`src/rtl/avr_pkg.sv`:
```
// Shared definitions for the AVR-side SRAM address generator: default
// address width and the shift/load state encoding.
package avr_pkg;

  localparam int ADDR_W_DEF = 24;

  typedef enum logic [1:0] {
    ST_IDLE   = 2'd0,
    ST_SHIFT  = 2'd1,
    ST_LOADED = 2'd2
  } st_e;

endpackage : avr_pkg

```
`src/rtl/avr_address_generator_if.sv`:
```
// AVR control, SNES bus and SRAM-side signals of the address generator.
// The master side drives the AVR/SNES inputs; the slave side is the generator.
interface avr_address_generator_if
  import avr_pkg::*;
#(
  parameter int ADDR_W = ADDR_W_DEF
);

  logic              avr_sreg_en_n;
  logic              avr_si;
  logic              avr_counter_n;
  logic              avr_we_n;
  logic              avr_oe_n;
  logic              avr_snes_mode;
  logic [ADDR_W-1:0] snes_addr;
  logic              snes_we_n;
  logic              snes_oe_n;
  logic [ADDR_W-1:0] sram_addr;
  logic              sram_we_n;
  logic              sram_oe_n;
  logic              addr_valid;
  logic              sreg_so;

  modport master (
    output avr_sreg_en_n, avr_si, avr_counter_n, avr_we_n, avr_oe_n,
           avr_snes_mode, snes_addr, snes_we_n, snes_oe_n,
    input  sram_addr, sram_we_n, sram_oe_n, addr_valid, sreg_so
  );

  modport slave (
    input  avr_sreg_en_n, avr_si, avr_counter_n, avr_we_n, avr_oe_n,
           avr_snes_mode, snes_addr, snes_we_n, snes_oe_n,
    output sram_addr, sram_we_n, sram_oe_n, addr_valid, sreg_so
  );

endinterface : avr_address_generator_if

```
`src/rtl/avr_address_generator_edge_detect.sv`:
```
// One-register edge detector: q_o is the previous sample, rise_o/fall_o
// compare the current input against it in the same cycle.
module edge_detect #(
  parameter int           W       = 1,
  parameter logic [W-1:0] RST_VAL = '0
) (
  input  logic         clk_i,
  input  logic         rst_ni,
  input  logic [W-1:0] d_i,
  output logic [W-1:0] q_o,
  output logic [W-1:0] rise_o,
  output logic [W-1:0] fall_o
);

  logic [W-1:0] d_q;

  always_ff @(posedge clk_i or negedge rst_ni) begin
    if (!rst_ni) begin
      d_q <= RST_VAL;
    end else begin
      d_q <= d_i;
    end
  end

  assign q_o    = d_q;
  assign rise_o = d_i & ~d_q;
  assign fall_o = ~d_i & d_q;

endmodule : edge_detect

```
`src/rtl/avr_address_generator.sv`:
```
// Serial-loaded, auto-incrementing SRAM address generator with SNES bypass.
// The AVR shifts an address in MSB first, loads it on the enable rising edge.
module avr_address_generator
  import avr_pkg::*;
#(
  parameter int ADDR_W = ADDR_W_DEF
) (
  input  logic                    avr_clk,
  input  logic                    avr_reset_n,
  avr_address_generator_if.slave  bus
);

  localparam int              CNT_W    = $clog2(ADDR_W + 1);
  localparam logic [CNT_W-1:0] CNT_FULL = CNT_W'(ADDR_W);

  logic [ADDR_W-1:0] shreg_q;
  logic [ADDR_W-1:0] addr_q;
  logic [CNT_W-1:0]  bitcnt_q;
  logic              valid_q;
  st_e               st_q;

  logic              load_edge;
  logic              incr_edge;
  logic [1:0]        strb_q;
  logic              en_q_unused;
  logic              en_fall_unused;
  logic              cnt_q_unused;
  logic              cnt_rise_unused;
  logic [1:0]        strb_rise_unused;
  logic [1:0]        strb_fall_unused;

  edge_detect #(.W(1), .RST_VAL(1'b1)) u_en_edge (
    .clk_i  (avr_clk),
    .rst_ni (avr_reset_n),
    .d_i    (bus.avr_sreg_en_n),
    .q_o    (en_q_unused),
    .rise_o (load_edge),
    .fall_o (en_fall_unused)
  );

  edge_detect #(.W(1), .RST_VAL(1'b1)) u_cnt_edge (
    .clk_i  (avr_clk),
    .rst_ni (avr_reset_n),
    .d_i    (bus.avr_counter_n),
    .q_o    (cnt_q_unused),
    .rise_o (cnt_rise_unused),
    .fall_o (incr_edge)
  );

  // strb_q = {we_n, oe_n}, the one-cycle registered AVR strobes
  edge_detect #(.W(2), .RST_VAL(2'b11)) u_strb_reg (
    .clk_i  (avr_clk),
    .rst_ni (avr_reset_n),
    .d_i    ({bus.avr_we_n, bus.avr_oe_n}),
    .q_o    (strb_q),
    .rise_o (strb_rise_unused),
    .fall_o (strb_fall_unused)
  );

  always_ff @(posedge avr_clk or negedge avr_reset_n) begin
    if (!avr_reset_n) begin
      shreg_q  <= '0;
      bitcnt_q <= '0;
      addr_q   <= '0;
      valid_q  <= 1'b0;
      st_q     <= ST_IDLE;
    end else begin
      if (!bus.avr_sreg_en_n) begin
        shreg_q <= {shreg_q[ADDR_W-2:0], bus.avr_si};
        if (bitcnt_q != CNT_FULL) begin
          bitcnt_q <= bitcnt_q + CNT_W'(1);
        end
        valid_q <= 1'b0;
        st_q    <= ST_SHIFT;
      end
      // Load beats a coincident increment; increments are SNES-gated.
      if (load_edge) begin
        addr_q   <= shreg_q;
        valid_q  <= (bitcnt_q == CNT_FULL);
        bitcnt_q <= '0;
        st_q     <= ST_LOADED;
      end else if (incr_edge && !bus.avr_snes_mode) begin
        addr_q <= addr_q + ADDR_W'(1);
      end
    end
  end

  logic avr_blk;
  logic avr_we_n;
  logic avr_oe_n;

  // oe is suppressed whenever we is active so the AVR never drives both low.
  assign avr_blk  = ~valid_q | (st_q == ST_SHIFT);
  assign avr_we_n = strb_q[1] | avr_blk;
  assign avr_oe_n = strb_q[0] | ~strb_q[1] | avr_blk;

  assign bus.sram_addr  = bus.avr_snes_mode ? bus.snes_addr : addr_q;
  assign bus.sram_we_n  = bus.avr_snes_mode ? bus.snes_we_n : avr_we_n;
  assign bus.sram_oe_n  = bus.avr_snes_mode ? bus.snes_oe_n : avr_oe_n;
  assign bus.addr_valid = valid_q;
  assign bus.sreg_so    = shreg_q[ADDR_W-1];

endmodule : avr_address_generator
```
`src/flat_wrapper.sv`:
```
// flat-port wrapper written by rule: the top's interface ports become plain ports
module avr_address_generator_flat import avr_pkg::*;
#(
  parameter int ADDR_W = ADDR_W_DEF
)
  (avr_clk, avr_reset_n, bus_avr_sreg_en_n, bus_avr_si, bus_avr_counter_n, bus_avr_we_n, bus_avr_oe_n, bus_avr_snes_mode, bus_snes_addr, bus_snes_we_n, bus_snes_oe_n, bus_sram_addr, bus_sram_we_n, bus_sram_oe_n, bus_addr_valid, bus_sreg_so);
  avr_address_generator_if #(.ADDR_W(ADDR_W)) bus_i ();
  input  logic avr_clk;
  input  logic avr_reset_n;
  input wire logic [$bits(bus_i.avr_sreg_en_n)-1:0] bus_avr_sreg_en_n;
  input wire logic [$bits(bus_i.avr_si)-1:0] bus_avr_si;
  input wire logic [$bits(bus_i.avr_counter_n)-1:0] bus_avr_counter_n;
  input wire logic [$bits(bus_i.avr_we_n)-1:0] bus_avr_we_n;
  input wire logic [$bits(bus_i.avr_oe_n)-1:0] bus_avr_oe_n;
  input wire logic [$bits(bus_i.avr_snes_mode)-1:0] bus_avr_snes_mode;
  input wire logic [$bits(bus_i.snes_addr)-1:0] bus_snes_addr;
  input wire logic [$bits(bus_i.snes_we_n)-1:0] bus_snes_we_n;
  input wire logic [$bits(bus_i.snes_oe_n)-1:0] bus_snes_oe_n;
  output wire logic [$bits(bus_i.sram_addr)-1:0] bus_sram_addr;
  output wire logic [$bits(bus_i.sram_we_n)-1:0] bus_sram_we_n;
  output wire logic [$bits(bus_i.sram_oe_n)-1:0] bus_sram_oe_n;
  output wire logic [$bits(bus_i.addr_valid)-1:0] bus_addr_valid;
  output wire logic [$bits(bus_i.sreg_so)-1:0] bus_sreg_so;
  assign bus_i.avr_sreg_en_n = bus_avr_sreg_en_n;
  assign bus_i.avr_si = bus_avr_si;
  assign bus_i.avr_counter_n = bus_avr_counter_n;
  assign bus_i.avr_we_n = bus_avr_we_n;
  assign bus_i.avr_oe_n = bus_avr_oe_n;
  assign bus_i.avr_snes_mode = bus_avr_snes_mode;
  assign bus_i.snes_addr = bus_snes_addr;
  assign bus_i.snes_we_n = bus_snes_we_n;
  assign bus_i.snes_oe_n = bus_snes_oe_n;
  assign bus_sram_addr = bus_i.sram_addr;
  assign bus_sram_we_n = bus_i.sram_we_n;
  assign bus_sram_oe_n = bus_i.sram_oe_n;
  assign bus_addr_valid = bus_i.addr_valid;
  assign bus_sreg_so = bus_i.sreg_so;
  avr_address_generator #(.ADDR_W(ADDR_W)) u_core (.avr_clk(avr_clk), .avr_reset_n(avr_reset_n), .bus(bus_i));
endmodule
```
`config.mk`:
```
export PLATFORM = sky130hd
export DESIGN_NAME = avr_address_generator_flat
export DESIGN_NICKNAME = d
export VERILOG_FILES = /design/src/rtl/avr_pkg.sv /design/src/rtl/avr_address_generator_if.sv /design/src/rtl/avr_address_generator_edge_detect.sv /design/src/rtl/avr_address_generator.sv /design/src/flat_wrapper.sv
export SDC_FILE = /design/constraint.sdc
export NUM_CORES = 1
export LEC_CHECK = 0
export ABC_AREA = 0
export BUFFER_PORTS_ARGS = -buffer_cell sky130_fd_sc_hd__buf_2
export CORE_ASPECT_RATIO = 0.6
export CORE_MARGIN = 2
export CORE_UTILIZATION = 45
export DETAILED_ROUTE_END_ITERATION = 10
export PLACE_DENSITY = 0.65
export SLEW_MARGIN = 20
export SYNTH_ARGS = -nofsm -noshare
export SYNTH_HDL_FRONTEND = slang
export SYNTH_SLANG_ARGS = --single-unit
```
`constraint.sdc`:
```
create_clock -name avr_clk -period 2.18 [get_ports avr_clk]
set_input_delay 0.436 -clock avr_clk [delete_from_list [all_inputs] [get_ports avr_clk]]
set_output_delay 0.436 -clock avr_clk [all_outputs]
set_load 0.005 [all_outputs]
```
* Yosys cells after proc, flatten, opt, wreduce, memory -nomap -nowiden
Cells that the tools add are included.
** Cells by class
- Add/sub/neg operators :: 2
- Eq/ne operators :: 4
- Mux-type cells :: 12
- Bitwise logic cells :: 10
- Reductions and logical operators :: 5
** Operators by type and width (count)
- 2-to-1 mux 24 bit :: 3
- adder 24 x 1 -> 24 bit (second input constant) :: 1
- 2-to-1 mux 5 bit :: 3
- adder 5 x 1 -> 5 bit (second input constant) :: 1
- equality test 5 bit (second input constant) :: 1
- != test 5 bit (second input constant) :: 1
- 2-to-1 mux 1 bit :: 4
- 2-to-1 mux 2 bit :: 2
- NOT 1 bit :: 4
- bitwise OR 1 bit :: 4
- nonzero test 2 bit :: 2
- bitwise AND 1 bit :: 2
- equality test 2 x 1 -> 1 bit (second input constant) :: 1
- != test 2 x 1 -> 1 bit (second input constant) :: 1
- AND reduction 2 bit :: 1
- logical AND 1 bit :: 1
- zero test 1 bit :: 1
** Storage, ports and cells
- Flip-flop bits (word level) :: 60
- Input port bits :: 34
- Output and inout port bits :: 28
- Word-level logic and storage cells :: 41

* Depth between registers and ports, before layout
- Word-level depth :: 5
- Mapped depth :: 6
- Mapped depth without buffers :: 6

* Cells and area by module
A second synthesis with hierarchy kept.
** Second synthesis, totals
- Cells, all modules :: 290
- Area, all modules :: 3126.7 um^2
** By module, submodules not included
- avr_address_generator :: times used 1, cells each 278, area each 2956.6 um^2, seq. area each 1401.3 um^2
- edge_detect (u_core.u_strb_reg) :: times used 1, cells each 6, area each 87.6 um^2, seq. area each 52.6 um^2
- edge_detect (u_core.u_cnt_edge ...) :: times used 2, cells each 3, area each 41.3 um^2, seq. area each 26.3 um^2

* Worst setup path before layout
No wires, ideal clock.
- Kind :: input to register
- From :: in bus_avr_snes_mode
- To :: reg u_core.addr_q[21]
- Library setup time :: 0.082 ns
- Arrival time :: 1.841 ns
- Required time :: 2.098 ns
- Path slack :: 0.257 ns
- Stages on the path :: 5
- Buffers on the path :: 1
- Cell sequence :: clkbuf_1 > nand4b_1 > or4_4 > or4_1 > a31oi_1
** Between the ends
- Word-level cells in the longest chain between the ends :: 3
** RTL lines
- from (decl) :: RTL line flat_wrapper.sv:15 : input wire logic [$bits(bus_i.avr_snes_mode)-1:0] bus_avr_snes_mode;
- zero test 1 bit :: RTL line avr_address_generator.sv:82 : end else if (incr_edge && !bus.avr_snes_mode) begin
- logical AND 1 bit :: RTL line avr_address_generator.sv:82
- nonzero test 2 bit (no line)
- to (signal assigned) :: RTL line avr_address_generator.sv:78 : addr_q <= shreg_q;
- to (signal assigned) :: RTL line avr_address_generator.sv:83 : addr_q <= addr_q + ADDR_W'(1);
- to (decl) :: RTL line avr_address_generator.sv:17 : logic [ADDR_W-1:0] addr_q;
Every way passes these cells.
A chain may end at the register's enable or synchronous reset.

* Worst setup path after layout
- From :: reg u_core.addr_q[2]
- To :: reg u_core.addr_q[23]
** Between the ends
- Word-level cells in the longest chain between the ends :: 3
** RTL lines
- adder 24 x 1 -> 24 bit :: RTL line avr_address_generator.sv:83
- 2-to-1 mux 24 bit :: RTL line avr_address_generator.sv:82
- 2-to-1 mux 24 bit :: RTL line avr_address_generator.sv:77 : if (load_edge) begin
Every way passes these cells. The select of a mux whose other input is x is not followed.

==> out/qor.csv <==
metric;value;unit
status;completed;
placed_area;3570;um2
max_freq;0.494;GHz
syn-cell-area;3100;um2
cts_buffers;9;
stdcell_area;3890;um2
grt_max_degree;61;
worst_setup_path_start_kind;flip-flop;
via_per_inst;5.30;
die_x;111;um
place_congestion;0.800;
fin_crit_sh;0.928;
core-area;6680;um2
gr-usage-all-layers;0.186;
clock_skew;0.00635;ns
antenna_found_initial;0;
synth_cells;292;
die_h;68.3;um
yosysWarnings;0;
postCtsResizedCells;0;
worst_hold_path_type;input pin to async pin;
cts-root-buf;clkbuf_16;
drive_gt1_frac;0.390;
drc;0;
period_minus_slack;2.02;ns
arrival;2.26;ns
worst-path-max-fanout;13;
grt_pass1_wl;10900;um
dp_hpwl;4660;um
rsz0062_at_grt;no;
nFillCells;584;
worstMarginPinSlew;0.402;ns
synth-edff-count;0;
slew_violations;0;
wire_per_inst;14.5;um
hold_viol;0;
cts_hold_buf;0;
clk_pin_slew;0.05;ns
postRouteAntennaNets;0;
async_flop_share;1.00;
required;2.41;ns
p_leak;1.70;nW
row_count;23;
cts.path.max_buffers;2;
yosys_register_bits;60;
maxCapViolations;0;
htree_levels;3;
end_kind;flip-flop;
fin_tns_setup;0;ns
overflow;0;
grt_pass1_vias;2297;
cts_setup_buffers;0;
finalNetCount;401;
start_util;0.464;
clkSinkCount;60;
relSlewSlack;0.731;
setup_violations;0;
syn_area_per_cell;10.6;um2
crit_type;flip-flop to flip-flop;
yosysSeqAreaShare;0.486;
clk_latency;0.32;ns
cts_tree;built;
dieArea;7590;um2
fin_worst_hold_slack;0.123;ns
drt_iter0_drc;102;
vias;2416;
synthFlopType;dfrtp_1;
dr.pass1.iters;4;
synth.distinct_cells;40;
antennaDiodeCount;0;
port_buffers;61;
powerDensity;1090;nW/um2
ir_worst_vdd;0.671;mV
syn_nets;329;
ioPinCount;62;
syn2layout_area_growth;25.7;%
routed_wl;6610;um
final cells by class:
cell class | instances | area, um2 | area share
timing repair buffer | 75 | 423 | 0.109
clock buffer | 12 | 246 | 0.0633
clock inverter | 4 | 73.8 | 0.0190
multi-input combinational | 210 | 1510 | 0.387
inverter | 8 | 30.0 | 0.00771
sequential | 60 | 1510 | 0.387
tap | 87 | 109 | 0.0280
critical path: stages, from the launching register on:
cell     delay [ns]
dfrtp_1        0.43
nand3_2        0.16
or4_4          0.66
or4_1          0.50
a31oi_1        0.18
layer usage:
metal  track usage  wire length, um
met1         0.240             3290
met2         0.308             3010
met3        0.0558              260
met4        0.0586               45
met5             0                0
flip-flops by register name, summed over array words and instances (netlist names):
name                   count
u_core.u_cnt_edge.q_o      1
u_core.bus.addr_valid      1
u_core.shreg_q            24
u_core.u_strb_reg.q_o      2
u_core.addr_q             24
u_core.bitcnt_q            5
u_core.u_en_edge.q_o       1
u_core.st_q                2
placed cells by master, fill, tap and decap left out, drive strengths merged, types with 2 or more instances in the layout:
cell type / instances
clkbuf: 12
clkinv: 2
nor3: 3
nand4b: 3
nor4: 3
xnor2: 7
bufinv: 2
inv: 8
nor2b: 2
dfstp: 4
nor2: 14
ha: 3
nand2b: 2
nand3: 11
o31ai: 7
nand4: 6
xor2: 4
a21oi: 3
and3: 4
or3: 6
and4: 2
mux2: 47
dfrtp: 56
o21ai: 22
nand2: 29
a31oi: 14
buf: 75
or4: 7
worst paths after layout:
kind	slack [ns]	to	startpoint	cells after the start
setup / recovery	0.16	u_core.addr_q[23]	u_core.addr_q[2]	4
hold / removal	0.12	u_core.shreg_q[21]	avr_reset_n	2
setup reg to reg	0.16	u_core.addr_q[23]	u_core.addr_q[2]	4
hold reg to reg	0.49	u_core.st_q[0]	u_core.st_q[0]	2
max in group asynchronous	1.76	u_core.u_en_edge.q_o	avr_reset_n	2
min in group avr_clk	0.21	u_core.u_strb_reg.q_o[0]	bus_avr_oe_n	1
cells in the mapped netlist (2+ instances only):
| master | number | area share |
|---|---|---|
| buf_1 | 4 | 0.0048 |
| dfstp_2 | 4 | 0.034 |
| or4_1 | 6 | 0.015 |
| and4_1 | 2 | 0.0057 |
| a31oi_1 | 14 | 0.028 |
| xnor2_1 | 7 | 0.020 |
| and3_1 | 4 | 0.0081 |
| inv_1 | 8 | 0.0097 |
| nor2b_1 | 2 | 0.0040 |
| ha_1 | 3 | 0.012 |
| clkbuf_1 | 9 | 0.011 |
| or3_1 | 6 | 0.012 |
| nor2_1 | 14 | 0.017 |
| nand3_1 | 10 | 0.016 |
| nor3_1 | 3 | 0.0048 |
| xor2_1 | 4 | 0.011 |
| nand4_1 | 6 | 0.012 |
| mux2_2 | 47 | 0.17 |
| a21oi_1 | 3 | 0.0048 |
| nand2b_1 | 2 | 0.0040 |
| nand4b_1 | 3 | 0.0085 |
| dfrtp_1 | 56 | 0.45 |
| nor4_1 | 3 | 0.0061 |
| nand2_1 | 29 | 0.035 |
| o21ai_0 | 22 | 0.036 |
| o31ai_1 | 7 | 0.017 |
per-stage QoR:
step,std cells,setup WS [ns],power (mW),util
after floorplan,292,0.257,2.34,-
after global placement,440,0.151,2.73,0.535
after detailed placement,440,0.0923,2.76,0.535
after CTS,456,0.154,4.29,0.583
after global routing,456,0.0563,4.52,0.583
final,456,0.156,4.24,0.583
power by group:
part	leakage [nW]	switching, mW	internal, mW
logic	0.824	0.398	0.524
registers	0.719	0.348	1.48
clock network	0.157	0.465	1.03
total	1.70	1.21	3.03
kinds of logic after synthesis:
| family | count (synthesis) | share of synthesized area |
|---|---|---|
| AOI/OAI and AO/OA | 49 | 0.0937 |
| xor gates and xnor gates | 11 | 0.0311 |
| adders and majority gates | 3 | 0.0121 |
| buffers and inverters | 22 | 0.0279 |
| DFF | 60 | 0.486 |
| muxes | 48 | 0.174 |
| and+or+nand+nor | 99 | 0.175 |
Power figures use the tool's default switching activity.
